$ cat src/rtl/apb_master_nslv.sv
// APB master bridging a single CPU request port to NUM_SLV APB slaves (IDLE/SETUP/ACCESS).
// Optional ACCESS wait-limit enabled by defining APB_MASTER_NSLV_TIMEOUT_EN.
module apb_master_nslv #(
  parameter int unsigned NUM_SLV     = 6,
  parameter logic [31:0] BASE_ADDR   = 32'h1000_0000,
  parameter int unsigned TIMEOUT_CYC = 16
) (
  input  logic                    PCLK,
  input  logic                    PRESET,
  input  logic                    transfer,
  input  logic                    write,
  input  logic [31:0]             addr,
  input  logic [31:0]             wdata,
  output logic [31:0]             rdata,
  output logic                    ready,
  output logic                    err,
  output logic [31:0]             PADDR,
  output logic [31:0]             PWDATA,
  output logic                    PWRITE,
  output logic                    PENABLE,
  output logic [NUM_SLV-1:0]      PSEL,
  input  logic [32*NUM_SLV-1:0]   PRDATA,
  input  logic [NUM_SLV-1:0]      PREADY
);

  typedef enum logic [1:0] {
    IDLE   = 2'd0,
    SETUP  = 2'd1,
    ACCESS = 2'd2
  } state_e;

  state_e state_q, state_d;

  logic [31:0] paddr_q, paddr_d;
  logic [31:0] pwdata_q, pwdata_d;
  logic        pwrite_q, pwrite_d;
  logic        hit_q, hit_d;
  logic [3:0]  idx_q, idx_d;

  logic               addr_hit;
  logic [NUM_SLV-1:0] sel_onehot;
  logic               sel_ready;
  logic [31:0]        sel_rdata;
  logic               timeout;
  logic               done;

  assign addr_hit = (addr[31:16] == BASE_ADDR[31:16]) && (32'(addr[15:12]) < NUM_SLV);

  // Slave selection is computed from the index latched at request time, so
  // PREADY/PRDATA of every other slave never reach the completion logic.
  always_comb begin
    sel_onehot = '0;
    sel_ready  = 1'b0;
    sel_rdata  = '0;
    for (int unsigned i = 0; i < NUM_SLV; i++) begin
      if (hit_q && (idx_q == 4'(i))) begin
        sel_onehot[i] = 1'b1;
        sel_ready     = PREADY[i];
        sel_rdata     = PRDATA[32*i +: 32];
      end
    end
  end

`ifdef APB_MASTER_NSLV_TIMEOUT_EN
  logic [7:0] wait_cnt_q, wait_cnt_d;

  always_comb begin
    wait_cnt_d = wait_cnt_q;
    if (state_q == SETUP) begin
      wait_cnt_d = '0;
    end else if ((state_q == ACCESS) && !sel_ready) begin
      wait_cnt_d = wait_cnt_q + 8'd1;
    end
  end

  always_ff @(posedge PCLK or posedge PRESET) begin
    if (PRESET) begin
      wait_cnt_q <= '0;
    end else begin
      wait_cnt_q <= wait_cnt_d;
    end
  end

  assign timeout = (state_q == ACCESS) && hit_q && !sel_ready &&
                   (wait_cnt_q == 8'(TIMEOUT_CYC - 1));
`else
  assign timeout = 1'b0;
`endif

  assign done = (state_q == ACCESS) && (!hit_q || sel_ready || timeout);

  always_ff @(posedge PCLK or posedge PRESET) begin
    if (PRESET) begin
      state_q <= IDLE;
    end else begin
      state_q <= state_d;
    end
  end

  always_comb begin
    state_d = state_q;
    case (state_q)
      IDLE:    if (transfer) state_d = SETUP;
      SETUP:   state_d = ACCESS;
      ACCESS:  if (done) state_d = IDLE;
      default: state_d = IDLE;
    endcase
  end

  always_comb begin
    PSEL    = '0;
    PENABLE = 1'b0;
    ready   = 1'b0;
    err     = 1'b0;
    rdata   = '0;
    case (state_q)
      SETUP: begin
        PSEL = sel_onehot;
      end
      ACCESS: begin
        PSEL    = sel_onehot;
        PENABLE = 1'b1;
        ready   = done;
        err     = done && (!hit_q || timeout);
        if (done && hit_q && sel_ready) begin
          rdata = sel_rdata;
        end
      end
      default: ;
    endcase
  end

  always_comb begin
    paddr_d  = paddr_q;
    pwdata_d = pwdata_q;
    pwrite_d = pwrite_q;
    hit_d    = hit_q;
    idx_d    = idx_q;
    if ((state_q == IDLE) && transfer) begin
      paddr_d  = addr;
      pwdata_d = wdata;
      pwrite_d = write;
      hit_d    = addr_hit;
      idx_d    = addr[15:12];
    end
  end

  always_ff @(posedge PCLK or posedge PRESET) begin
    if (PRESET) begin
      paddr_q  <= '0;
      pwdata_q <= '0;
      pwrite_q <= 1'b0;
      hit_q    <= 1'b0;
      idx_q    <= '0;
    end else begin
      paddr_q  <= paddr_d;
      pwdata_q <= pwdata_d;
      pwrite_q <= pwrite_d;
      hit_q    <= hit_d;
      idx_q    <= idx_d;
    end
  end

  assign PADDR  = paddr_q;
  assign PWDATA = pwdata_q;
  assign PWRITE = pwrite_q;

endmodule

$ cat config.mk
export PLATFORM = sky130hd
export DESIGN_NAME = apb_master_nslv
export DESIGN_NICKNAME = d
export VERILOG_FILES = /design/src/rtl/apb_master_nslv.sv
export SDC_FILE = /design/constraint.sdc
export NUM_CORES = 1
export LEC_CHECK = 0
export ABC_AREA = 1
export CAP_MARGIN = 10
export CORE_AREA = 2 2 143 145
export CTS_CLUSTER_SIZE = 16
export DETAILED_ROUTE_END_ITERATION = 7
export DIE_AREA = 0 0 145 147
export GPL_ROUTABILITY_DRIVEN = 0
export PLACE_DENSITY = 0.64
export SYNTH_ARGS = -nofsm -noshare
export SYNTH_HDL_FRONTEND = slang
export SYNTH_SLANG_ARGS = --single-unit
$ cat constraint.sdc
create_clock -name PCLK -period 2.9 [get_ports PCLK]
set_input_delay 0.435 -clock PCLK [delete_from_list [all_inputs] [get_ports PCLK]]
set_output_delay 0.435 -clock PCLK [all_outputs]
set_load 0.02 [all_outputs]
# Word-level counts from Yosys, hierarchy flattened
# Index checks and enable logic that the tools add are counted.
# classes
n_mux	27
n_eq_ne	10
n_reduce_logical	18
n_lt_le_gt_ge	1
# op_table
cell	n
32-bit 2-to-1 mux	8
16-bit by 13-bit equality test with 1-bit output, second input constant	1
1-bit 2-to-1 mux	15
1-bit logical AND	12
4-bit by 2-bit equality test with 1-bit output, second input constant	2
4-bit by 3-bit equality test with 1-bit output, second input constant	2
6-bit 2-to-1 mux	1
2-bit one-hot mux with 3 select lines	1
4-bit by 1-bit equality test with 1-bit output, second input constant	1
4-bit zero test	1
4-bit by 3-bit < comparator with 1-bit output, second input constant	1
2-bit 2-to-1 mux	2
2-bit inequality test, second input constant	2
2-bit by 1-bit equality test with 1-bit output, second input constant	1
2-bit equality test, second input constant	1
2-bit zero test	1
2-bit AND reduction	1
2-bit OR reduction	1
1-bit zero test	1
1-bit logical OR	1
# totals
register_bits	72
input_bits	266
word_cells	62
output_inout_bits	106

# Logic depth before layout (Yosys ltp)
# Gate-level depths: netlist of the first run.
# depth
word_depth	14
ltp_mapped	11
ltp_nobuf	10

# Least setup slack after synthesis of the first run
# No wires, ideal clock.
# synth_path
path_kind	flip-flop to output port
startpoint	register, netlist name PADDR[15]
endpoint	output rdata[18]
path_stages_with_launch	9
t_arrival_ns	1.801
slack_ns	0.664
path_buffers	3
required_time_ns	2.465
cell_sequence	dfrtp_1 > nor2_2 > buf_4 > nand3_2 > buf_2 > buf_2 > o2111ai_1 > o21ai_0 > nor2_1
# synth_lines
item	line	text
to (decl)	14	output logic [31:0] rdata,

==> results of run 1 <==
==> registers in the layout (all words and copies together) (netlist names) <==
| register | cells |
|---|---|
| PWDATA | 32 |
| PADDR | 32 |
| state_q | 2 |
| PWRITE | 1 |
| hit_q | 1 |
==> worst paths after layout <==
kind,slack [ns],cells past startpoint,endpoint
max in group asynchronous,1.78,3,PADDR[31]
worst min register to register,0.47,2,PADDR[31]
min in group PCLK,0.47,2,PADDR[31]
worst min-delay path,0.47,2,PWDATA[19]
worst max register to register,1.22,7,PWDATA[12]
worst max-delay path,0.12,10,rdata[14]
==> power breakdown <==
part | internal, W | switching [W] | leakage, nW | total, W
sequential | 0.00140 | 0.000271 | 0.844 | 0.00167
clock | 0.000713 | 0.000418 | 0.152 | 0.00113
combinational | 0.00138 | 0.00151 | 3.02 | 0.00288
total | 0.00348 | 0.00220 | 4.02 | 0.00568
==> worst max-delay path, stage by stage, from the launching register on <==
cell	delay, ns
sky130_fd_sc_hd__dfrtp_1	0.40
sky130_fd_sc_hd__buf_4	0.17
sky130_fd_sc_hd__nor2_4	0.13
sky130_fd_sc_hd__nand3_4	0.10
sky130_fd_sc_hd__inv_2	0.16
sky130_fd_sc_hd__buf_12	0.19
sky130_fd_sc_hd__a21oi_1	0.08
sky130_fd_sc_hd__o2111ai_1	0.08
sky130_fd_sc_hd__o21ai_0	0.20
sky130_fd_sc_hd__nor2_1	0.15
sky130_fd_sc_hd__clkdlybuf4s15_1	0.32
==> timing repair <==
action | CTS | global route
buffers inserted | 1 | 0
endpoints found under the setup margin | 33 | 18
pin swaps | 1 | 0
gates resized for setup | 33 | 31
==> cell families after synthesis <==
| group | Yosys count | synth area share, % |
|---|---|---|
| buffers and inverters | 113 | 11.5 |
| AOI/OAI and AO/OA | 133 | 17.2 |
| adders and majority gates | 4 | 1.11 |
| and+or+nand+nor | 338 | 32.3 |
| DFF | 68 | 37.9 |
==> synth_stat cells <==
cell / count / area share (%)
sky130_fd_sc_hd__inv_2: 3 / 0.25
sky130_fd_sc_hd__buf_6: 9 / 2.3
sky130_fd_sc_hd__buf_1: 2 / 0.17
sky130_fd_sc_hd__nor2_4: 4 / 1.0
sky130_fd_sc_hd__o21ai_2: 1 / 0.19
sky130_fd_sc_hd__o22ai_1: 1 / 0.14
sky130_fd_sc_hd__clkbuf_1: 16 / 1.3
sky130_fd_sc_hd__nor2_1: 52 / 4.3
sky130_fd_sc_hd__nand3_4: 3 / 1.2
sky130_fd_sc_hd__buf_2: 10 / 1.1
sky130_fd_sc_hd__nand4_1: 12 / 1.7
sky130_fd_sc_hd__buf_4: 3 / 0.50
sky130_fd_sc_hd__ha_1: 4 / 1.1
sky130_fd_sc_hd__o21ai_0: 43 / 4.8
sky130_fd_sc_hd__nand3_2: 1 / 0.22
sky130_fd_sc_hd__dfrtp_1: 68 / 38
sky130_fd_sc_hd__o21bai_2: 1 / 0.25
sky130_fd_sc_hd__o2111ai_1: 26 / 5.1
sky130_fd_sc_hd__inv_1: 70 / 5.8
sky130_fd_sc_hd__a21oi_1: 59 / 6.6
sky130_fd_sc_hd__nor3_1: 1 / 0.11
sky130_fd_sc_hd__nand2_1: 227 / 19
sky130_fd_sc_hd__nand2_2: 2 / 0.28
sky130_fd_sc_hd__nor2_2: 17 / 2.4
sky130_fd_sc_hd__o21ai_1: 2 / 0.22
sky130_fd_sc_hd__nor4_1: 3 / 0.42
sky130_fd_sc_hd__nand3_1: 16 / 1.8
==> metal layers <==
layer | GRT usage [%] | part of all wire, % | up-vias
met5 | 0 | 0 | -
met4 | 8.86 | 3.6 | 0
met3 | 6.74 | 9.8 | 42
met2 | 34.5 | 48 | 286
met1 | 23.6 | 38 | 2638
li1 | - | - | 2839
==> stage by stage <==
step	setup TNS (ns)	instances	total power, W	util [%]	area, µm²
6_report	0	1299	0.00568	44.6	8850
2_1_floorplan	0	656	0.00295	-	4490
5_1_grt	0	1298	0.00605	44.6	8850
4_1_cts	0	1297	0.00577	44.8	8890
3_5_place_dp	-0.0367	1280	0.00457	43.4	8600
3_3_place_gp	-0.0113	1280	0.00455	43.4	8600
==> layout by cell type, fill, tap and decap left out, types with 2 or more instances in the layout <==
cell,Yosys,routed
sky130_fd_sc_hd__clkdlybuf4s50_1,0,338
sky130_fd_sc_hd__nand2_1,227,226
sky130_fd_sc_hd__inv_1,70,69
sky130_fd_sc_hd__dfrtp_1,68,68
sky130_fd_sc_hd__a21oi_1,59,59
sky130_fd_sc_hd__nor2_1,52,52
sky130_fd_sc_hd__o21ai_0,43,43
sky130_fd_sc_hd__o2111ai_1,26,26
sky130_fd_sc_hd__nand3_1,16,16
sky130_fd_sc_hd__nor2_2,17,16
sky130_fd_sc_hd__dlygate4sd2_1,0,15
sky130_fd_sc_hd__buf_4,3,14
sky130_fd_sc_hd__clkbuf_2,0,13
sky130_fd_sc_hd__nand4_1,12,12
sky130_fd_sc_hd__buf_12,0,10
sky130_fd_sc_hd__clkbuf_16,0,9
sky130_fd_sc_hd__nor2_4,4,5
sky130_fd_sc_hd__inv_2,3,4
sky130_fd_sc_hd__ha_1,4,4
sky130_fd_sc_hd__clkdlybuf4s15_1,0,4
sky130_fd_sc_hd__nand2_2,2,3
sky130_fd_sc_hd__nor4_1,3,3
sky130_fd_sc_hd__nand3_4,3,3
sky130_fd_sc_hd__diode_2,0,2
sky130_fd_sc_hd__o21ai_1,2,2
sky130_fd_sc_hd__clkinv_4,0,2
sky130_fd_sc_hd__clkbuf_8,0,2
==> cell type report <==
class	instances	area [µm²]	area share, %
timing repair buffer	395	3940	44.5
inverter	73	274	3.09
clock inverter	5	60.1	0.678
tap	270	338	3.82
sequential	68	1700	19.2
antenna	2	5.00	0.0565
clock buffer	11	253	2.85
multi-input combinational	475	2280	25.8
==> impl_summary.md, run 1 <==
Setup path
For the worst setup path, the data arrival time is 2.34 ns. The highest net fanout along the worst path is 27. The critical path starts at PADDR[15]. The worst setup path is launched from a flip-flop. In this run the critical register-to-register path is launched from state_q[0]. Data on the critical path is required at its endpoint by 2.47 ns. The kind of critical path is reg -> out. STA classifies the critical path endpoint as a primary output.

Clocking
The H-tree depth is 3. The CTS tree is done. CTS placed an instance of sky130_fd_sc_hd__clkbuf_16 at the clock tree root. The buffer depth of the longest clock path is 2. After clock tree synthesis, the flow added hold-fix buffers numbering 0. The register clock-pin slew on the reported worst setup and hold paths is 0.06 ns.

At the later pin of the worst-skew pair, clock insertion delay measures 0.33 ns. Buffers inserted during clock tree synthesis total 9. The clock sink total is 68.

Global route
The first global-routing pass estimated 33800 µm of wire. The number of global-route vias before repair is 5941. The overall fraction of global-route tracks in use is 20.4%. The maximum number of pins on one net before global-route repair is 57. Global routing finished with a remaining overflow of 0. The initial antenna violation count is 2.

Synthesis
Synthesis produced a netlist with a net count of 926. The register area share after synthesis is 37.9%. The mapped netlist covers 4490 µm². The average instance in the mapped netlist occupies 6.85 µm².

The count of state elements after synthesis is 68. The Yosys warning count is 0. The number of distinct standard cells referenced by the synthesized netlist is 27.

In the synthesized netlist, the number of instances is 656.

Outcome
The run finished with clean final reports.

Routing
For this run, the detailed router's first-pass iteration total came to 4. The initial detailed-routing violation count is 380. After detailed routing, the average wire length per cell comes to 17.2 µm. The via density per instance is 4.47.

For this block, the via count after detailed routing is 5805. The remaining design rule violation count is 0. The detail route stage leaves a number of antenna-violating nets equal to 0. The total length of routed wires is 22300 µm.

Die
For this design the top-level I/O count stands at 372. The total area inside the core boundary comes to 19800 µm². The die is 145 µm wide. In this run the core area contains 52 standard-cell rows. The initial core utilization is 22.6%. The y dimension of the die is 147 µm. The total die area is 21300 µm².

Timing
The number of setup violations in the final report is 0. The final-report hold violation count came to 0. The final-report max-slew violation count is 0. Once routing completed, OpenROAD measured the worst setup slack at 0.122 ns. The transition time at the pin with the least slew margin is 0.541 ns. The relative slew slack is 63.9%. The final critical path takes up 95.8% of the cycle. Setup repair after global routing left no endpoint under its margin. Timing would allow up to 360 MHz. The final critical-path required period is 2.78 ns. The minimum hold slack is 0.468 ns. For the final database, setup skew stands at 0.00635 ns.

Power
Across the VDD grid, the largest voltage drop is 0.640 mV. The standby leakage power is 4.02 nW. Power spread over the standard cell area amounts to 642 nW/µm².

Final layout
After the last flow step, the layout net total stands at 1292. In the final layout, the share of cells above drive strength 1 is 8.47%. The area growth from synthesis to layout is 97.0%. The filler cell count in the final layout is 1984.

Place
The count of port buffers added during placement is 371. The worst-case setup slack after placement is -0.0224 ns. Detailed placement ended at an HPWL of 17500 µm.

Worst hold path
In this run the worst hold path is classified as in -> async.

Flow run
The reported max-cap violation count is 0.
No activity file was read; power rests on OpenSTA's default activity.
==> inputs of run 2 (changes only) <==
--- a/config.mk
+++ b/config.mk
@@ -8,7 +8,6 @@
 export ABC_AREA = 1
 export CAP_MARGIN = 10
 export CORE_AREA = 2 2 143 145
-export CTS_CLUSTER_SIZE = 16
 export DETAILED_ROUTE_END_ITERATION = 7
 export DIE_AREA = 0 0 145 147
 export GPL_ROUTABILITY_DRIVEN = 0
==> results of run 2 <==
Same layout as run 1: the final DEF is identical, and so are final timing and power.
==> inputs of run 3 (changes only) <==
--- a/config.mk
+++ b/config.mk
@@ -8,6 +8,8 @@
 export ABC_AREA = 1
 export CAP_MARGIN = 10
 export CORE_AREA = 2 2 143 145
+export CTS_CLUSTER_DIAMETER = 50
+export CTS_CLUSTER_SIZE = 20
 export DETAILED_ROUTE_END_ITERATION = 7
 export DIE_AREA = 0 0 145 147
 export GPL_ROUTABILITY_DRIVEN = 0
==> results of run 3 <==
Same layout as run 1: the final DEF is identical, and so are final timing and power.
